===== src/rtl/multicore_pkg.sv =====
// Shared state encoding and helpers for the multicore miner controller.
package multicore_pkg;

    typedef logic [2:0] state_t;

    localparam state_t IDLE      = 3'd0;
    localparam state_t NEWTARGET = 3'd1;
    localparam state_t NEWMSG    = 3'd2;
    localparam state_t START     = 3'd3;
    localparam state_t WAIT      = 3'd4;
    localparam state_t EVAL      = 3'd5;
    localparam state_t FOUND     = 3'd6;
    localparam state_t EIDLE     = 3'd7;

    // Index of the lowest set bit; callers zero-extend narrower masks to 16 bits.
    function automatic logic [3:0] lowest_set(input logic [15:0] mask);
        lowest_set = 4'd0;
        for (int i = 15; i >= 0; i--) begin
            if (mask[i]) lowest_set = 4'(i);
        end
    endfunction

endpackage


===== src/rtl/multicore_controller_nonce_counter.sv =====
// Nonce base register: synchronous clear, fixed-step advance, carry-out of the next step.
module nonce_counter #(
    parameter int unsigned W    = 32,
    parameter int unsigned STEP = 4
) (
    input  logic         clk_i,
    input  logic         rst_i,
    input  logic         clear_i,
    input  logic         advance_i,
    output logic [W-1:0] value_o,
    output logic         carry_o
);

    logic [W-1:0] value_q, value_d;
    logic [W:0]   sum;

    assign sum     = {1'b0, value_q} + (W+1)'(STEP);
    assign carry_o = sum[W];
    assign value_o = value_q;

    // An advance that would wrap is dropped so the base stays at the last legal value.
    always_comb begin
        value_d = value_q;
        if (clear_i) begin
            value_d = '0;
        end else if (advance_i && !carry_o) begin
            value_d = sum[W-1:0];
        end
    end

    always_ff @(posedge clk_i or posedge rst_i) begin
        if (rst_i) value_q <= '0;
        else       value_q <= value_d;
    end

endmodule


===== src/rtl/multicore_controller.sv =====
// Dispatches one message/target to NUM_CORES SHA cores and steps the nonce base until a find.
// Optional watchdog on the core wait enabled by defining MULTICORE_WATCHDOG_EN.
module multicore_controller
    import multicore_pkg::*;
#(
    parameter int unsigned NUM_CORES   = 4,
    parameter int unsigned NONCE_W     = 32,
    parameter int unsigned CORE_IDX_W  = (NUM_CORES > 1) ? $clog2(NUM_CORES) : 1,
    parameter int unsigned WDOG_CYCLES = 1024
) (
    input  logic                  clk,
    input  logic                  rst,
    input  logic                  newTarget,
    input  logic                  newMsg,
    input  logic [NUM_CORES-1:0]  coreComplete,
    input  logic [NUM_CORES-1:0]  coreValid,
    output logic                  loadTarget,
    output logic                  loadMsg,
    output logic                  coreStart,
    output logic [NONCE_W-1:0]    nonceBase,
    output logic                  found,
    output logic [CORE_IDX_W-1:0] foundCore,
    output logic [NONCE_W-1:0]    foundNonce,
    output logic                  error
`ifdef MULTICORE_WATCHDOG_EN
    ,
    output logic                  wdogTrip
`endif
);

    state_t                state_q, state_d;
    logic [NUM_CORES-1:0]  done_q, done_d, valid_q, valid_d;
    logic [CORE_IDX_W-1:0] core_q, core_d;
    logic [NONCE_W-1:0]    fnonce_q, fnonce_d;
    logic                  base_clear, base_advance, base_carry;
    logic                  all_done, wdog_expire;
    logic [15:0]           valid_ext;
    logic [3:0]            lowest;
    logic [CORE_IDX_W-1:0] lowest_idx;

    nonce_counter #(
        .W    (NONCE_W),
        .STEP (NUM_CORES)
    ) u_nonce (
        .clk_i     (clk),
        .rst_i     (rst),
        .clear_i   (base_clear),
        .advance_i (base_advance),
        .value_o   (nonceBase),
        .carry_o   (base_carry)
    );

    always_comb begin
        valid_ext                = '0;
        valid_ext[NUM_CORES-1:0] = valid_q;
    end

    assign lowest     = lowest_set(valid_ext);
    assign lowest_idx = lowest[CORE_IDX_W-1:0];
    // Includes this cycle's completions so EVAL follows the last arrival directly.
    assign all_done   = &(done_q | coreComplete);

`ifdef MULTICORE_WATCHDOG_EN
    logic [31:0] wdog_q, wdog_d;
    logic        trip_q, trip_d;

    assign wdog_expire = (wdog_q == 32'(WDOG_CYCLES - 1));
    assign wdogTrip    = trip_q;

    always_comb begin
        wdog_d = wdog_q;
        trip_d = trip_q;
        if (state_q == START) wdog_d = '0;
        if (state_q == WAIT)  wdog_d = wdog_q + 32'd1;
        if (state_q == NEWMSG) trip_d = 1'b0;
        if (state_q == WAIT && !all_done && wdog_expire) trip_d = 1'b1;
    end

    always_ff @(posedge clk or posedge rst) begin
        if (rst) begin
            wdog_q <= '0;
            trip_q <= 1'b0;
        end else begin
            wdog_q <= wdog_d;
            trip_q <= trip_d;
        end
    end
`else
    assign wdog_expire = 1'b0;
`endif

    always_comb begin
        state_d      = state_q;
        done_d       = done_q;
        valid_d      = valid_q;
        core_d       = core_q;
        fnonce_d     = fnonce_q;
        base_clear   = 1'b0;
        base_advance = 1'b0;
        case (state_q)
            IDLE, EIDLE, FOUND: begin
                if (newTarget)   state_d = NEWTARGET;
                else if (newMsg) state_d = NEWMSG;
            end
            NEWTARGET: state_d = IDLE;
            NEWMSG: begin
                base_clear = 1'b1;
                done_d     = '0;
                valid_d    = '0;
                state_d    = START;
            end
            START: begin
                done_d  = '0;
                valid_d = '0;
                state_d = WAIT;
            end
            WAIT: begin
                done_d  = done_q | coreComplete;
                valid_d = valid_q | (coreComplete & coreValid);
                if (all_done)         state_d = EVAL;
                else if (wdog_expire) state_d = EIDLE;
            end
            EVAL: begin
                if (|valid_q) begin
                    core_d   = lowest_idx;
                    fnonce_d = nonceBase + NONCE_W'(lowest_idx);
                    state_d  = FOUND;
                end else if (base_carry) begin
                    state_d = EIDLE;
                end else begin
                    base_advance = 1'b1;
                    state_d      = START;
                end
            end
            default: state_d = IDLE;
        endcase
    end

    always_ff @(posedge clk or posedge rst) begin
        if (rst) begin
            state_q  <= IDLE;
            done_q   <= '0;
            valid_q  <= '0;
            core_q   <= '0;
            fnonce_q <= '0;
        end else begin
            state_q  <= state_d;
            done_q   <= done_d;
            valid_q  <= valid_d;
            core_q   <= core_d;
            fnonce_q <= fnonce_d;
        end
    end

    assign loadTarget = (state_q == NEWTARGET);
    assign loadMsg    = (state_q == NEWMSG);
    assign coreStart  = (state_q == START);
    assign found      = (state_q == FOUND);
    assign error      = (state_q == EIDLE);
    assign foundCore  = core_q;
    assign foundNonce = fnonce_q;

endmodule


===== config.mk =====
export PLATFORM = sky130hd
export DESIGN_NAME = multicore_controller
export DESIGN_NICKNAME = d
export VERILOG_FILES = /design/src/rtl/multicore_pkg.sv /design/src/rtl/multicore_controller_nonce_counter.sv /design/src/rtl/multicore_controller.sv
export SDC_FILE = /design/constraint.sdc
export NUM_CORES = 1
export LEC_CHECK = 0
export ABC_AREA = 1
export CORE_ASPECT_RATIO = 1.2
export CORE_MARGIN = 5
export CORE_UTILIZATION = 40
export CTS_CLUSTER_SIZE = 8
export DETAILED_ROUTE_END_ITERATION = 6
export GPL_TIMING_DRIVEN = 0
export PLACE_DENSITY = 0.67
export SYNTH_ARGS = -nofsm -noshare
export SYNTH_HDL_FRONTEND = slang
export SYNTH_SLANG_ARGS = --single-unit

===== constraint.sdc =====
create_clock -name clk -period 2.1 [get_ports clk]
set_clock_uncertainty 0.1 [all_clocks]
set_input_delay 0.21 -clock clk [delete_from_list [all_inputs] [get_ports clk]]
set_output_delay 0.21 -clock clk [all_outputs]
set_load 0.02 [all_outputs]

==> reports/results.txt <==
Lkg Pwr -> 2.489 nW
Max Slew Vio Count -> 0
layout cells sized above 1 -> 9.185%
met1 Use GR -> 26.47%
drt total wl -> 12.45 mm
vias in the first global route -> 4082
H-tree depth -> 3
clock latency at the later pin of the worst-skew pair -> 340 ps
Ys Warns -> 0
Starting Density -> 41.11%
Least-Margin Pin Slew -> 539.9 ps
RSZ-0062 raised after global routing -> no
aggregate global-route resource usage -> 20.85%
first-pass GRT wire length -> 20.29 mm
max cap viols -> 0
CTS sink cnt -> 74
remaining global-route overflow -> 0
Max IR drop VDD -> 620.5 uV
Reg clk slew, reported paths -> 60 ps
Port Buf Inserts -> 80
via/cell ratio -> 5.131
initial drt markers -> 189
HPWL after DPL -> 9.421 mm
Placer Congestion -> 0.9590
number of instances in the placed design -> 784
M2 GR Usage -> 35.15%
Cells after Synth -> 574
Final Hold Fails -> 0
most used routing layer in global routing -> met2
Critical Path Sink Type -> register
final setup fails -> 0
area share of the largest cell type after synthesis -> 44.55%
clk buf depth -> 2
Async S/R FF share, synth -> 100.0%
Worst Hold Class -> in -> async
Pre-Repair DR Iteration Count -> 5
R2R Setup Slk -> 140 ps
CORE AREA -> 0.01011 sq mm
Routed Antenna Nets -> 0
status -> finished clean
Top FF cell, synth -> dfrtp_1
Avg Cell Area, Syn -> 7.241 sq um
Min Clock Period, post-route -> 1958 ps
most frequent cells in the layout -> nand2_1, clkdlybuf4s50_1, dfrtp_1, nor2_1, inv_1
power per standard cell area -> 953.9 mW/mm^2
Unique masters post-synth -> 35
most common cell after layout, fill and taps aside -> nand2_1
total CTS buffers -> 9
largest net degree at the start of global routing -> 30
Crit Path Class -> reg -> reg
Worst EP arrival -> 2130 ps
cell accounting for the most synthesized area -> dfrtp_1
area grow syn2layout -> 33.20%
Final nets -> 684
FF+latch count, synth -> 74
total power -> 5.281 mW
Max Freq -> 510.8 MHz
clk root buf -> clkbuf_16
CP required -> 2270 ps
Final period util -> 93.22%
CP startpoint kind -> register
Die Width -> 103.1 um
die area -> 0.01254 sq mm
DR WL/cell -> 15.54 um
Synth area leaders -> dfrtp_1, nand2_1, nor2_1
GRT met3 Usage -> 3.723%
EDFF count, synth -> 0
residual DRC count -> 0
sequential share of the synthesized area -> 44.55%
Rel. slew slack -> 63.93%
vias after detailed routing -> 4110
# rows -> 40
Die Y -> 121.7 um
initial antenna violation count -> 0
antenna diode count -> 0
# IOs -> 83
final non-filler cell total -> 801
CTS tree -> built
CP Max Fanout -> 10
cell area after synthesis -> 0.004156 sq mm
## critical path, cell delays in order (launching register included)
cell and delay [ps]:
dfrtp_1 470, ha_4 220, inv_2 60, nor2_4 120, nand2_4 100, nor2_8 140
nand2_2 80, nand2_2 90, nand2_4 100, clkinv_4 110, buf_6 170, nand2_1 60
nand2_1 70
## routing by layer
layer / up-vias / routed length, um / part of all wire [%]
li1: 2022 / - / -
met1: 1934 / 5301 / 43
met2: 138 / 6179 / 50
met3: 16 / 720 / 5.8
met4: 0 / 246 / 2.0
met5: - / 0 / 0
## Yosys cell counts, types with 2 or more instances
cell type	instances
nor2_1	67
buf_6	4
xor2_1	10
xnor2_1	5
nand2_1	211
nand2_4	2
o21ai_0	38
inv_2	5
buf_2	6
nor3_1	5
buf_4	4
nand2_2	4
inv_1	47
clkbuf_1	3
a31oi_1	5
nor2_2	4
dfrtp_1	74
nand4_1	20
a21oi_1	8
nand3_1	36
ha_1	2
## final cells by class
cell class / count / area (sq um)
Fill cell: 963 / 4573
Multi-Input combinational cell: 430 / 2002
Sequential cell: 74 / 1856
Timing Repair Buffer: 83 / 849.6
Clock buffer: 12 / 266.5
Inverter: 54 / 211.5
Tap cell: 126 / 157.7
Buffer: 18 / 121.4
Clock inverter: 4 / 72.57
## registers in the layout, summed over array words and instances, names as in the netlist
register         count
foundNonce          32
done_q               4
valid_q              4
u_nonce.value_o     30
foundCore            1
state_q              3
## path summary, 6_finish.rpt
kind / startpoint / to / depth (start not counted)
max: u_nonce.value_o[3] / u_nonce.value_o[13] / 12
min: rst / foundNonce[11] / 2
max reg2reg: u_nonce.value_o[3] / u_nonce.value_o[13] / 12
min reg2reg: foundNonce[23] / foundNonce[23] / 2
max in group asynchronous: rst / u_nonce.value_o[2] / 3
min in group clk: coreValid[0] / valid_q[0] / 3
## logic make-up (layout without fill, tap and decap cells)
family / after synthesis / after routing / share of synthesized area, %
compound gates: 57 / 57 / 7.616
xor+xnor: 15 / 15 / 3.161
fa+ha+maj: 2 / 2 / 0.6020
buf+inv: 72 / 171 / 7.887
flops: 74 / 74 / 44.55
other cells: 1 / 3 / 0.09022
simple gates: 353 / 353 / 36.09
## power by group
| part | switching [mW] | internal [mW] | total, mW |
|---|---|---|---|
| logic | 1.02 | 0.675 | 1.70 |
| registers | 0.180 | 1.67 | 1.85 |
| clock network | 0.603 | 1.14 | 1.74 |
## through the flow
step           cell area (sq um)  setup slack, ps  hold slack, ps  setup TNS [ps]  utilization, %
2_1_floorplan               4168            101.2           239.4               0               -
3_3_place_gp                5126           -146.2           363.8           -2790           50.71
3_5_place_dp                5166           -157.3           364.1           -3012           51.10
4_1_cts                     5513            5.473           187.0               0           54.53
5_1_grt                     5537            3.245           228.1               0           54.76
6_report                    5537            142.4           168.6               0           54.76
## what timing repair did
| item | CTS | global route |
|---|---|---|
| setup endpoints to repair | 28 | 33 |
| resized for setup | 5 | 9 |
| hold buffers | 0 | 0 |
| hold endpoints to repair | 0 | 0 |
| setup buffers | 1 | 0 |
| pin swaps | 1 | 0 |
| cloned | 0 | 0 |
Note: power is estimated with default switching activity, not from simulation.
